## config.mk

```make
export PLATFORM = sky130hd
export DESIGN_NAME = conv2d_stream_3x3
export DESIGN_NICKNAME = d
export VERILOG_FILES = /design/src/rtl/conv_pkg.sv /design/src/rtl/conv_window_3x3.sv /design/src/rtl/conv2d_stream_3x3.sv
export SDC_FILE = /design/constraint.sdc
export NUM_CORES = 2
export LEC_CHECK = 0
export ABC_AREA = 1
export CAP_MARGIN = 10
export CORE_MARGIN = 8
export CORE_UTILIZATION = 50
export CTS_CLUSTER_DIAMETER = 60
export DETAILED_ROUTE_END_ITERATION = 12
export GPL_TIMING_DRIVEN = 0
export PLACE_DENSITY = 0.74
export SLEW_MARGIN = 40
export SYNTH_ARGS = -nofsm -noshare
export SYNTH_HDL_FRONTEND = slang
export SYNTH_HIERARCHICAL = 1
export SYNTH_SLANG_ARGS = --single-unit
```

## constraint.sdc

```tcl
create_clock -name clk -period 22.5 [get_ports clk]
set_input_delay 2.25 -clock clk [delete_from_list [all_inputs] [get_ports clk]]
set_output_delay 2.25 -clock clk [all_outputs]
set_load 0.01 [all_outputs]
```

## src/rtl/conv_pkg.sv

```systemverilog
// Shared types and helpers for the streaming 3x3 convolution engine.
package conv_pkg;

    typedef enum logic [1:0] {
        S_IDLE  = 2'd0,
        S_RUN   = 2'd1,
        S_DRAIN = 2'd2
    } state_e;

    localparam int unsigned TAPS = 9;

    function automatic int unsigned ACC_W(input int unsigned data_w);
        return 2 * data_w + 4;
    endfunction

    // Clamp a sign-extended value into the signed range of an out_w-bit result.
    function automatic logic signed [63:0] saturate(input logic signed [63:0] x,
                                                    input int unsigned out_w);
        logic signed [63:0] hi;
        logic signed [63:0] lo;
        hi = (64'sd1 <<< (out_w - 1)) - 64'sd1;
        lo = -(64'sd1 <<< (out_w - 1));
        if (x > hi) return hi;
        if (x < lo) return lo;
        return x;
    endfunction

endpackage

```

## src/rtl/conv_window_3x3.sv

```systemverilog
// Two line buffers plus a 3x3 shift-register window; everything moves only on shift_i.
module conv_window_3x3
    import conv_pkg::*;
#(
    parameter int unsigned DATA_W = 8,
    parameter int unsigned IMG_W  = 32,
    parameter int unsigned COL_W  = 5
) (
    input  logic                         clk,
    input  logic                         shift_i,
    input  logic [COL_W-1:0]             col_i,
    input  logic [DATA_W-1:0]            pix_i,
    output logic [TAPS-1:0][DATA_W-1:0]  win_o
);

    logic [DATA_W-1:0] lb0_q [IMG_W];
    logic [DATA_W-1:0] lb1_q [IMG_W];
    logic [DATA_W-1:0] win_q [3][3];

    // lb0 holds row-1, lb1 holds row-2 at the same column.
    always_ff @(posedge clk) begin
        if (shift_i) begin
            lb0_q[col_i] <= pix_i;
            lb1_q[col_i] <= lb0_q[col_i];
            for (int unsigned r = 0; r < 3; r++) begin
                win_q[r][0] <= win_q[r][1];
                win_q[r][1] <= win_q[r][2];
            end
            win_q[0][2] <= lb1_q[col_i];
            win_q[1][2] <= lb0_q[col_i];
            win_q[2][2] <= pix_i;
        end
    end

    for (genvar r = 0; r < 3; r++) begin : g_row
        for (genvar c = 0; c < 3; c++) begin : g_col
            assign win_o[r*3+c] = win_q[r][c];
        end
    end

endmodule

```

## src/rtl/conv2d_stream_3x3.sv

```systemverilog
// Streaming 3x3 convolution: frame FSM, raster counters, 3-stage MAC and post-processing.
module conv2d_stream_3x3
    import conv_pkg::*;
#(
    parameter int unsigned DATA_W  = 8,
    parameter int unsigned IMG_W   = 32,
    parameter int unsigned IMG_H   = 32,
    parameter int unsigned OUT_W   = 16,
    parameter int unsigned SHIFT   = 0,
    parameter int unsigned RELU_EN = 0
) (
    input  logic                     clk,
    input  logic                     rst_n,
    input  logic                     start,
    output logic                     busy,
    output logic                     done,
    input  logic                     kernel_we,
    input  logic [TAPS*DATA_W-1:0]   kernel_data,
    input  logic                     in_valid,
    output logic                     in_ready,
    input  logic [DATA_W-1:0]        in_data,
    output logic                     out_valid,
    input  logic                     out_ready,
    output logic [OUT_W-1:0]         out_data,
    output logic                     out_last
);

    localparam int unsigned ACC = ACC_W(DATA_W);
    localparam int unsigned PW  = 2 * DATA_W;
    localparam int unsigned CW  = $clog2(IMG_W);
    localparam int unsigned RW  = $clog2(IMG_H);
    localparam logic [CW-1:0] COL_LAST = CW'(IMG_W - 1);
    localparam logic [RW-1:0] ROW_LAST = RW'(IMG_H - 1);

    state_e                      state_q, state_d;
    logic [CW-1:0]               col_q, col_d;
    logic [RW-1:0]               row_q, row_d;
    logic                        done_q, done_d;
    logic [TAPS-1:0][DATA_W-1:0] kernel_q;
    logic [TAPS-1:0][DATA_W-1:0] win;

    logic                        v1_q, last1_q, v2_q, last2_q;
    logic signed [PW-1:0]        prod_q [TAPS];
    logic                        out_valid_q, out_last_q;
    logic [OUT_W-1:0]            out_data_q, out_data_d;

    logic advance, push, frame_end;
    logic signed [ACC-1:0] acc_c, shifted_c;

    assign advance   = !out_valid_q | out_ready;
    assign in_ready  = (state_q == S_RUN) & advance;
    assign push      = in_valid & in_ready;
    assign frame_end = push & (col_q == COL_LAST) & (row_q == ROW_LAST);

    assign busy      = (state_q != S_IDLE);
    assign done      = done_q;
    assign out_valid = out_valid_q;
    assign out_data  = out_data_q;
    assign out_last  = out_last_q;

    always_comb begin
        state_d = state_q;
        col_d   = col_q;
        row_d   = row_q;
        done_d  = 1'b0;
        case (state_q)
            S_IDLE: begin
                if (start) begin
                    state_d = S_RUN;
                    col_d   = '0;
                    row_d   = '0;
                end
            end
            S_RUN: begin
                if (push) begin
                    if (col_q == COL_LAST) begin
                        col_d = '0;
                        row_d = row_q + RW'(1);
                    end else begin
                        col_d = col_q + CW'(1);
                    end
                    if (frame_end) state_d = S_DRAIN;
                end
            end
            S_DRAIN: begin
                if (out_valid_q && out_ready && out_last_q) begin
                    state_d = S_IDLE;
                    done_d  = 1'b1;
                end
            end
            default: state_d = S_IDLE;
        endcase
    end

    always_ff @(posedge clk) begin
        if (!rst_n) begin
            state_q  <= S_IDLE;
            col_q    <= '0;
            row_q    <= '0;
            done_q   <= 1'b0;
            kernel_q <= '0;
        end else begin
            state_q <= state_d;
            col_q   <= col_d;
            row_q   <= row_d;
            done_q  <= done_d;
            if (state_q == S_IDLE && kernel_we) kernel_q <= kernel_data;
        end
    end

    conv_window_3x3 #(
        .DATA_W (DATA_W),
        .IMG_W  (IMG_W),
        .COL_W  (CW)
    ) u_window (
        .clk     (clk),
        .shift_i (push),
        .col_i   (col_q),
        .pix_i   (in_data),
        .win_o   (win)
    );

    always_comb begin
        acc_c = '0;
        for (int unsigned i = 0; i < TAPS; i++) begin
            acc_c = acc_c + ACC'(prod_q[i]);
        end
        shifted_c = acc_c >>> SHIFT;
        if (RELU_EN != 0 && shifted_c < 0) shifted_c = '0;
        out_data_d = OUT_W'(saturate(64'(shifted_c), OUT_W));
    end

    // Valid/last flags need reset; datapath registers only move with advance.
    always_ff @(posedge clk) begin
        if (!rst_n) begin
            v1_q        <= 1'b0;
            last1_q     <= 1'b0;
            v2_q        <= 1'b0;
            last2_q     <= 1'b0;
            out_valid_q <= 1'b0;
            out_last_q  <= 1'b0;
        end else if (advance) begin
            v1_q        <= push & (row_q >= RW'(2)) & (col_q >= CW'(2));
            last1_q     <= frame_end;
            v2_q        <= v1_q;
            last2_q     <= last1_q;
            out_valid_q <= v2_q;
            out_last_q  <= last2_q;
        end
    end

    always_ff @(posedge clk) begin
        if (advance) begin
            for (int unsigned i = 0; i < TAPS; i++) begin
                prod_q[i] <= $signed(win[i]) * $signed(kernel_q[i]);
            end
            out_data_q <= out_data_d;
        end
    end

endmodule

```

==> qor.txt <==
Cells after synthesis: 6218
CP peak stage delay: 0.50 ns
Post-CTS Resized: 0
R2R Setup Slk: 17.49 ns
# Post-CTS Setup Buffers: 0
Std cell rows: 126
FMAX: 167 MHz
Final wirelength: 148000 um
Mux cell area share after synthesis: 0%
Worst Path Class, Setup: primary input to primary output
Clock Sinks: 835
Crit path max fanout: 10
Seq/Total Area, Yosys: 41.1%
Share of layout cells above drive strength 1: 6.80%
Dpl hpwl: 112000 um
I/O Pins: 107
Slew @ Worst Pin: 0.860 ns
Critical R2R Launch: u_window/win_q[0][37]
Fin nets: 7440
Hold buffers post-CTS: 0
Initial antenna violation count: 4
RR Endpoint: prod_q[0][78]
CTS root buffer: clkbuf_16
Hold Path Class: flip-flop to flip-flop
Post-synthesis adder-cell area fraction: 26.9%
Syn Area/Cell: 9.47 sq um
Slew margin rel.: 42.5%
Core area: 0.117 sq mm
CP Launch Point: out_ready
Vias in the first global route: 42098
Clk_lat worst skew: 0.73 ns
Via Count: 41411
Top post-synthesis cells by area: edfxtp_1, fa_1, nand2_1
Final Cycle Share: 26.6%
Mapped Area: 0.0589 sq mm
Post-synth top area share: 38.0%
Setup TNS: 0 ns
Startpoint type of the worst setup path: primary input
Multi-input gate area: 0.0291 sq mm
Max Cap Viol: 0
Final Max Tran Viols: 0
Final Hold Fails: 0
FILL cells: 9737
Die Ht: 359 um
Routed wire per std cell: 18.3 um
Die ar.: 0.129 sq mm
Register area: 0.0242 sq mm
FFs w/ async S/R, synth: 0%
Main flop type after synthesis: edfxtp_1
Clock skew: 0.0367 ns
Vias per Instance: 5.12
Most used cell, CP: clkdlybuf4s50_1
H-tree Lvls: 3
Cell chain of the critical path: clkdlybuf4s50_1 > nor2_2 > nor2_1 > clkdlybuf4s50_1
Crit path capture type: primary output
RSZ-0062 raised after global routing: no
CTS buffer count: 100
Worst Path Arrival: 3.74 ns
Total GRT Usage: 23.0%
Cell variety after synth: 48
TritonCTS clock tree: yes
DR DRC count: 0
Initial DRC count: 3761
First-pass GRT wire length: 233000 um
Most common cell in the netlist: nand2_1
Clock Path Buffers: 3
Synthesized net count: 7201
Worst endpoint required time: 20.25 ns
Routed Antenna Nets: 0
Synth Area in XOR/XNOR: 2.37%
1st-pass router iterations: 6
Initial core utilization: 50.1%
Register bit total from synthesis: 835
Die Wd: 359 um
Post-synth EDFFs: 744
Synth Warn #: 6
GRT overflow: 0
Simple-gate share of the synthesized area: 17.3%
Setup violators final: 0
R2R depth: 18
Status: finished, final reports clean
GPL Wtd Cong: 0.968
Syn-to-layout area delta: 12.2%
Pin count of the biggest net entering global routing: 82
Port Buffers: 105
Minimum clock period: 5.99 ns
Post-synthesis compound-gate area fraction: 2.46%
Post-synth top cells: nand2_1, inv_1, edfxtp_1
Main combinational cell family by area after synthesis: adder cells
Leading area contributor after synthesis: edfxtp_1
Clock-pin slew on the worst setup and hold paths: 0.06 ns
Worst Setup EP: in_ready
Critical path's slowest cell: clkdlybuf4s50_1
==> per-stage QoR <==
step	instance area [sq um]	setup slack (ns)	cells	util (%)	hold slack [ns]
2_1_floorplan	58900	12.42	6218	-	0.422
3_3_place_gp	61800	5.90	7859	52.6	0.432
3_5_place_dp	62600	16.50	7890	53.3	0.437
4_1_cts	65900	16.50	8077	56.1	0.436
5_1_grt	66000	16.39	8078	56.2	0.453
6_report	66000	16.51	8081	56.2	0.442
==> cell families (layout without fill, tap and decap cells) <==
kind of cell / count (synthesis) / after routing
fa+ha+maj: 897 / 897
other cells: 0 / 3
compound gates: 270 / 270
xor+xnor: 159 / 159
simple gates: 2586 / 2586
flops: 835 / 835
buf+inv: 1471 / 1795
==> final cells by class <==
cell class                      count  area share (%)
Inverter                         1215            6.93
Buffer                            256            1.97
Antenna cell                        3          0.0114
Timing Repair Buffer              137            2.38
Sequential cell                   835            36.6
Tap cell                         1536            2.91
Multi-Input combinational cell   3912            44.1
Clock buffer                      107            3.83
Clock inverter                     80            1.23
==> critical path, delay by kind of cell <==
kind	cells	cell delay [ns]
buffers and inverters	2	0.93
AND/OR/NAND/NOR	2	0.55
==> worst min-delay path by stage <==
stage                     slack, ns             startpoint               endpoint  cells after the start
after global routing           0.45  u_window/win_q[0][59]  u_window/win_q[0][67]                      0
after CTS                      0.44                   v2_q              out_valid                      2
after detailed placement       0.44  u_window/win_q[0][29]  u_window/win_q[0][37]                      0
after global placement         0.43  u_window/win_q[0][28]  u_window/win_q[0][36]                      0
final                          0.44                   v2_q              out_valid                      2
after floorplan                0.42             state_q[0]                   done                      1
==> cells in the final DEF (no fill, tap or decap), types with 32 or more instances in the layout <==
cell	n
dfxtp_1	91
clkbuf_1	165
a21oi_1	106
edfxtp_1	744
xnor2_1	92
xor2_1	67
buf_2	66
ha_1	287
fa_1	610
nor2_4	32
or2_2	61
o21ai_0	123
clkbuf_16	100
nand2_1	2117
nand3_1	46
clkdlybuf4s50_1	97
nor2_1	244
inv_1	1203
==> sequential cells by signal (all words and copies together), names as in the netlist, 2 cells and up <==
register	count
col_q	5
kernel_q	72
out_data	16
prod_q	144
row_q	5
state_q	2
u_window/lb0_q	256
u_window/lb1_q	256
u_window/win_q	72
==> routing by layer <==
layer / vias to the layer above / global-route usage [%] / wire length, um
met5: - / 0 / 13
met2: 1742 / 38.1 / 69800
li1: 19326 / - / -
met1: 19962 / 29.1 / 57900
met3: 379 / 4.50 / 12300
met4: 2 / 10.5 / 7680
Power is left out: the tool's default activity adds up to more than one toggle a clock period on the data nets, which glitch-free logic cannot reach.
